File: src/rtl/asm_pkg.sv
// Shared definitions for the ASM controller / datapath pair.
// Holds the status word width and encodings that the datapath returns to
// the controller, and the controller state codes.
package asm_pkg;

    localparam int STATUS_W = 32;

    localparam logic [STATUS_W-1:0] STATUS_TRUE  = 32'd1;
    localparam logic [STATUS_W-1:0] STATUS_FALSE = 32'd0;

    typedef enum logic [2:0] {
        ST_IDLE = 3'd1,
        ST_LOOP = 3'd4
    } ctrl_state_t;

endpackage

File: src/rtl/datapath_unit_if.sv
// Job/strobe/status bundle between the controller side and datapath_unit.
//   start_valid/start_ready : job handshake, a_in/b_in captured on accept
//   Enable3/Enable6/Enable7 : init / iterate / finish strobes
//   output2/output5         : pending / loop-finished status words
//   result/done/overflow    : product, one-cycle completion pulse, carry flag
// master = controller/requester side, slave = datapath side.
interface datapath_unit_if #(
    parameter int WIDTH    = 16,
    parameter int STATUS_W = asm_pkg::STATUS_W
);
    logic                  start_valid;
    logic                  start_ready;
    logic [WIDTH-1:0]      a_in;
    logic [WIDTH-1:0]      b_in;
    logic                  Enable3;
    logic                  Enable6;
    logic                  Enable7;
    logic [STATUS_W-1:0]   output2;
    logic [STATUS_W-1:0]   output5;
    logic [2*WIDTH-1:0]    result;
    logic                  done;
    logic                  overflow;

    modport master (
        output start_valid, a_in, b_in, Enable3, Enable6, Enable7,
        input  start_ready, output2, output5, result, done, overflow
    );

    modport slave (
        input  start_valid, a_in, b_in, Enable3, Enable6, Enable7,
        output start_ready, output2, output5, result, done, overflow
    );
endinterface

File: src/rtl/datapath_unit_mul_accum.sv
// Repeated-addition accumulator for datapath_unit.
// Ports:
//   clk, rst  : clock, synchronous active-low reset
//   init      : clear acc and cnt
//   clr_ovf   : also clear the sticky carry flag (qualified with init)
//   step      : add a to acc and bump cnt, unless cnt already equals b
//   a, b      : multiplicand and iteration count
//   acc       : running sum (2*WIDTH bits)
//   eq        : cnt == b
//   ovf       : sticky carry out of acc
module mul_accum #(
    parameter int WIDTH = 16
) (
    input  logic               clk,
    input  logic               rst,
    input  logic               init,
    input  logic               clr_ovf,
    input  logic               step,
    input  logic [WIDTH-1:0]   a,
    input  logic [WIDTH-1:0]   b,
    output logic [2*WIDTH-1:0] acc,
    output logic               eq,
    output logic               ovf
);
    logic [WIDTH-1:0]   cnt;
    logic [2*WIDTH:0]   sum;

    // One extra bit on the adder exposes the carry out of acc.
    assign sum = {1'b0, acc} + {{(WIDTH+1){1'b0}}, a};
    assign eq  = (cnt == b);

    always_ff @(posedge clk) begin
        if (!rst) begin
            acc <= '0;
            cnt <= '0;
            ovf <= 1'b0;
        end else if (init) begin
            acc <= '0;
            cnt <= '0;
            if (clr_ovf) begin
                ovf <= 1'b0;
            end
        end else if (step && !eq) begin
            // Holding at cnt == b keeps the counter from ever wrapping.
            acc <= sum[2*WIDTH-1:0];
            cnt <= cnt + 1'b1;
            ovf <= ovf | sum[2*WIDTH];
        end
    end
endmodule

File: src/rtl/datapath_unit.sv
// Datapath partner of the ASM control_unit: multiplies A*B by repeated
// addition under control of the controller's strobes.
// Ports:
//   clk, rst : clock, synchronous active-low reset
//   bus      : datapath_unit_if slave -- job handshake (start_valid/
//              start_ready, a_in, b_in), strobes Enable3 (init), Enable6
//              (iterate), Enable7 (finish), status words output2 (pending)
//              and output5 (loop finished), result/done/overflow.
module datapath_unit #(
    parameter int WIDTH    = 16,
    parameter int STATUS_W = asm_pkg::STATUS_W
) (
    input  logic           clk,
    input  logic           rst,
    datapath_unit_if.slave bus
);
    import asm_pkg::*;

    logic [WIDTH-1:0]   a_r;
    logic [WIDTH-1:0]   b_r;
    logic [2*WIDTH-1:0] acc;
    logic [2*WIDTH-1:0] result_r;
    logic               pending;
    logic               busy;
    logic               ovf;
    logic               overflow_r;
    logic               done_r;
    logic               eq;
    logic               accept;
    logic               clr_ovf;
    logic               finish;
    logic               step;

    // Strobe priority Enable3 > Enable7 > Enable6; all but the acc/cnt
    // clear of Enable3 are ignored while no job is in flight.
    assign accept  = bus.start_valid && !busy;
    assign clr_ovf = bus.Enable3 && busy;
    assign finish  = busy && !bus.Enable3 && bus.Enable7;
    assign step    = busy && !bus.Enable3 && !bus.Enable7 && bus.Enable6;

    mul_accum #(.WIDTH(WIDTH)) u_mul_accum (
        .clk     (clk),
        .rst     (rst),
        .init    (bus.Enable3),
        .clr_ovf (clr_ovf),
        .step    (step),
        .a       (a_r),
        .b       (b_r),
        .acc     (acc),
        .eq      (eq),
        .ovf     (ovf)
    );

    always_ff @(posedge clk) begin
        if (!rst) begin
            a_r        <= '0;
            b_r        <= '0;
            pending    <= 1'b0;
            busy       <= 1'b0;
            done_r     <= 1'b0;
            overflow_r <= 1'b0;
            result_r   <= '0;
        end else begin
            done_r <= finish;
            if (accept) begin
                a_r     <= bus.a_in;
                b_r     <= bus.b_in;
                pending <= 1'b1;
                busy    <= 1'b1;
            end else begin
                if (clr_ovf) begin
                    pending <= 1'b0;
                end
                if (finish) begin
                    busy       <= 1'b0;
                    result_r   <= acc;
                    overflow_r <= ovf;
                end
            end
        end
    end

    assign bus.start_ready = !busy;
    assign bus.result      = result_r;
    assign bus.done        = done_r;
    assign bus.overflow    = overflow_r;

    // Loop status is masked until init has consumed the pending job, so the
    // stale cnt == b_r of an idle block never reads as "finished".
    assign bus.output2 = pending ? STATUS_W'(STATUS_TRUE) : STATUS_W'(STATUS_FALSE);
    assign bus.output5 = (busy && !pending && eq) ? STATUS_W'(STATUS_TRUE)
                                                  : STATUS_W'(STATUS_FALSE);
endmodule
File: src/flat_wrapper.sv
// flat-port wrapper written by rule: the top's interface ports become plain ports
module datapath_unit_flat import asm_pkg::*;
#(
    parameter int WIDTH    = 16,
    parameter int STATUS_W = asm_pkg::STATUS_W
)
  (clk, rst, bus_start_valid, bus_a_in, bus_b_in, bus_Enable3, bus_Enable6, bus_Enable7, bus_start_ready, bus_output2, bus_output5, bus_result, bus_done, bus_overflow);
  datapath_unit_if #(.WIDTH(WIDTH), .STATUS_W(STATUS_W)) bus_i ();
  input  logic clk;
  input  logic rst;
  input wire logic [$bits(bus_i.start_valid)-1:0] bus_start_valid;
  input wire logic [$bits(bus_i.a_in)-1:0] bus_a_in;
  input wire logic [$bits(bus_i.b_in)-1:0] bus_b_in;
  input wire logic [$bits(bus_i.Enable3)-1:0] bus_Enable3;
  input wire logic [$bits(bus_i.Enable6)-1:0] bus_Enable6;
  input wire logic [$bits(bus_i.Enable7)-1:0] bus_Enable7;
  output wire logic [$bits(bus_i.start_ready)-1:0] bus_start_ready;
  output wire logic [$bits(bus_i.output2)-1:0] bus_output2;
  output wire logic [$bits(bus_i.output5)-1:0] bus_output5;
  output wire logic [$bits(bus_i.result)-1:0] bus_result;
  output wire logic [$bits(bus_i.done)-1:0] bus_done;
  output wire logic [$bits(bus_i.overflow)-1:0] bus_overflow;
  assign bus_i.start_valid = bus_start_valid;
  assign bus_i.a_in = bus_a_in;
  assign bus_i.b_in = bus_b_in;
  assign bus_i.Enable3 = bus_Enable3;
  assign bus_i.Enable6 = bus_Enable6;
  assign bus_i.Enable7 = bus_Enable7;
  assign bus_start_ready = bus_i.start_ready;
  assign bus_output2 = bus_i.output2;
  assign bus_output5 = bus_i.output5;
  assign bus_result = bus_i.result;
  assign bus_done = bus_i.done;
  assign bus_overflow = bus_i.overflow;
  datapath_unit #(.WIDTH(WIDTH), .STATUS_W(STATUS_W)) u_core (.clk(clk), .rst(rst), .bus(bus_i));
endmodule
File: config.mk
export PLATFORM = sky130hd
export DESIGN_NAME = datapath_unit_flat
export DESIGN_NICKNAME = d
export VERILOG_FILES = /design/src/rtl/asm_pkg.sv /design/src/rtl/datapath_unit_if.sv /design/src/rtl/datapath_unit_mul_accum.sv /design/src/rtl/datapath_unit.sv /design/src/flat_wrapper.sv
export SDC_FILE = /design/constraint.sdc
export NUM_CORES = 1
export LEC_CHECK = 0
export CORE_MARGIN = 5
export CORE_UTILIZATION = 35
export DETAILED_ROUTE_END_ITERATION = 16
export DONT_BUFFER_PORTS = 1
export PLACE_DENSITY = 0.59
export SKIP_CTS_REPAIR_TIMING = 1
export SLEW_MARGIN = 20
export SYNTH_ARGS = -nofsm -noshare
export SYNTH_HDL_FRONTEND = slang
export SYNTH_SLANG_ARGS = --single-unit
File: constraint.sdc
create_clock -name clk -period 2.8 [get_ports clk]
set_input_delay 0.56 -clock clk [delete_from_list [all_inputs] [get_ports clk]]
set_output_delay 0.56 -clock clk [all_outputs]
set_load 0.005 [all_outputs]
==> results.json <==
{
  "status": "finished, final reports clean",
  "clockBufferDepth": 2,
  "crit_required_ns": 3.11,
  "worstPathMaxFanout": 9,
  "synthDistinctLibCells": 55,
  "final_util_pct": 38.93,
  "end_kind": "register",
  "layout_commonest_cell": "nand2_1",
  "comb_power_share_pct": 5.6,
  "synth_area_sq_um": 5901,
  "routed_wl_mm": 14.11,
  "netlist_instances": 678,
  "synth_seq_area_share_pct": 39.69,
  "hold_slack_ns": 0.2575,
  "ys_ff_latch": 117,
  "clockPowerShare_pct": 50.1,
  "p_leak_uw": 0.002546,
  "num_rows": 47,
  "finalSetupTns_ns": 0,
  "place_ws_ns": 0.1837,
  "finalCritPeriodShare_pct": 94.64,
  "antenna_found_initial": 0,
  "avgSynthCellArea_sq_um": 8.703,
  "grt_overflow": 0,
  "route.detailed.drc": 0,
  "layout_common_cells": "nand2_1, dfxtp_1, conb_1, a22o_1, a21boi_0",
  "wl_met1_mm": 6.410,
  "grt_pass1_wl_mm": 22.95,
  "cts_tree": "done",
  "dp_hpwl_mm": 10.26,
  "root_buffer": "clkbuf_16",
  "top_layer": "met4",
  "die_y_um": 139.8,
  "rsz0062_at_grt": "no",
  "power.internal_uw": 2921,
  "grt_pass1_vias": 4472,
  "fmax_ghz": 0.3774,
  "async_reset_ff_share_pct": 0,
  "powerDensity_nw_per_um2": 601.5,
  "avgRoutedWirePerCell_um": 15.57,
  "period_minus_slack_ns": 2.650,
  "n_antenna_cell": 0,
  "hold_viol_final": 0,
  "start_util_pct": 35.58,
  "maxSlewViolCount": 0,
  "fin_skew_ns": 0.007872,
  "firstDrtPassIters": 4,
  "final_layout_size_suffix_gt1_share_pct": 8.309,
  "irDropWorstVdd_mv": 0.4090,
  "crit_family": "compound AO/OA/AOI/OAI gates",
  "avgViaCountPerCell": 5.072,
  "htree_levels": 4,
  "via_count": 4595,
  "hold_class": "in2reg",
  "max_slew_margin_pct": 35.33,
  "synth_edf_count": 0,
  "critPathMaxStageDelay_ns": 0.41,
  "fillers": 1664,
  "grt_max_degree": 40,
  "path_buf_inv": 1,
  "nNetsFinal": 729,
  "cts_sinks": 117,
  "port_buffers": 0,
  "p_switching_uw": 962.6,
  "core_area_sq_um": 16580,
  "wl_met2_mm": 6.495,
  "setup_violations": 0,
  "antenna_left": 0,
  "seq_power_share_pct": 44.3,
  "tightest_slew_ns": 0.9701,
  "ys.flop_type": "dfxtp_1",
  "clk_latency_ns": 0.42,
  "crit_path_top_delay_cell": "a311oi_1",
  "routabilityCongestion": 0.8537,
  "grt_usage_pct": 14.49,
  "die-area_sq_um": 19560,
  "path_cells": "ha_1 > fa_1 > a21o_1 > a311oi_1 > nor2_1 > o2111ai_1 > buf_4 > a2111oi_0 > a31o_2",
  "synthToLayoutAreaGrowth_pct": 9.415,
  "setup_ws_ns": 0.1500,
  "drv_cap": 0,
  "critPathKind": "reg2reg",
  "ys_warn_count": 0,
  "worstPathArrival_ns": 2.96,
  "path_clk_slew_ns": 0.06,
  "io_pins": 137,
  "startpoint_type": "register",
  "drt_iter0_drc": 272,
  "route.met3.wl_um": 956,
  "fp.dieW_um": 139.8,
  "cts_buffers": 17,
  "p_sw_share_pct": 24.79
}
[flip-flops by register name, indices dropped and copies added (netlist names), 16 cells and up]
signal and flops:
u_core.bus.result 32, u_core.u_mul_accum.acc 32, u_core.a_r 16, u_core.b_r 16, u_core.u_mul_accum.cnt 16
[path summary, 6_finish.rpt]
check                       startpoint                     end  slack (ns)  cells past startpoint
max reg2reg  u_core.u_mul_accum.acc[0]  u_core.u_mul_accum.ovf        0.15                      9
max          u_core.u_mul_accum.acc[0]  u_core.u_mul_accum.ovf        0.15                      9
min                    bus_start_valid             u_core.busy        0.26                      1
min reg2reg              u_core.a_r[3]           u_core.a_r[3]        0.47                      2
[kinds of logic after synthesis]
kind of cell             Yosys count  share of synthesized area [%]
AO/OA/AOI/OAI                    157                          19.42
XOR/XNOR                          34                          5.047
adder cells (fa/ha/maj)           18                          3.944
buffers and inverters            106                          10.77
flip-flops                       117                          39.69
multiplexers                      13                          2.227
other                              1                        0.06355
AND/OR/NAND/NOR                  232                          18.83
[worst register-to-register path, stage by stage, from the launching register on]
cell,delay [ns]
dfxtp_1,0.32
ha_1,0.22
fa_1,0.40
a21o_1,0.22
a311oi_1,0.41
nor2_1,0.16
o2111ai_1,0.24
buf_4,0.21
a2111oi_0,0.10
a31o_2,0.26
[layout make-up]
class	count	area (sq um)	share of cell area, %
Clock buffer	18	439.2	6.802
Clock inverter	14	105.1	1.628
Inverter	8	30.03	0.4651
Multi-Input combinational cell	516	3167	49.05
Sequential cell	117	2342	36.28
Tap cell	220	275.3	4.264
Timing Repair Buffer	13	97.59	1.512
[cell usage after synthesis, drive strengths merged (6+ instances only)]
cell	instances	area (sq um)
xnor2	16	140.1
a21oi	29	145.1
nor2	24	90.09
clkbuf	33	123.9
ha	17	212.7
a211oi	9	67.56
and3	7	43.79
inv	8	30.03
nand2b	13	81.33
nor4	16	112.6
nand4	6	37.54
buf	65	481.7
a21o	7	52.55
mux2i	12	120.1
nand2	120	450.4
nor3	8	40.04
a22o	33	289.0
a21boi	33	247.7
dfxtp	117	2342
o21ai	10	50.05
xor2	18	157.7
nand3	15	75.07
[per-stage QoR]
step	cells	instance area [sq um]	power, uW
after floorplan	739	6130	1983
after global placement	874	5906	1965
after detailed placement	874	5906	1972
after CTS	906	6450	3936
after global routing	906	6456	4049
final	906	6456	3884
[metal layers]
| metal | vias up | GRT usage [%] |
|---|---|---|
| met1 | 2145 | 18.14 |
| met4 | 0 | 6.629 |
| met3 | 20 | 4.494 |
| met2 | 154 | 22.84 |
| met5 | - | 0 |
| li1 | 2276 | - |
[power by group through the flow]
stage	combinational [uW]	clock [uW]	sequential, uW
3_3_place_gp	210	0	1750
5_1_grt	248	2080	1720
4_1_cts	217	2000	1720
6_report	218	1950	1720
3_5_place_dp	216	0	1760
2_1_floorplan	236	0	1750
Note: power is estimated with default switching activity, not from simulation.
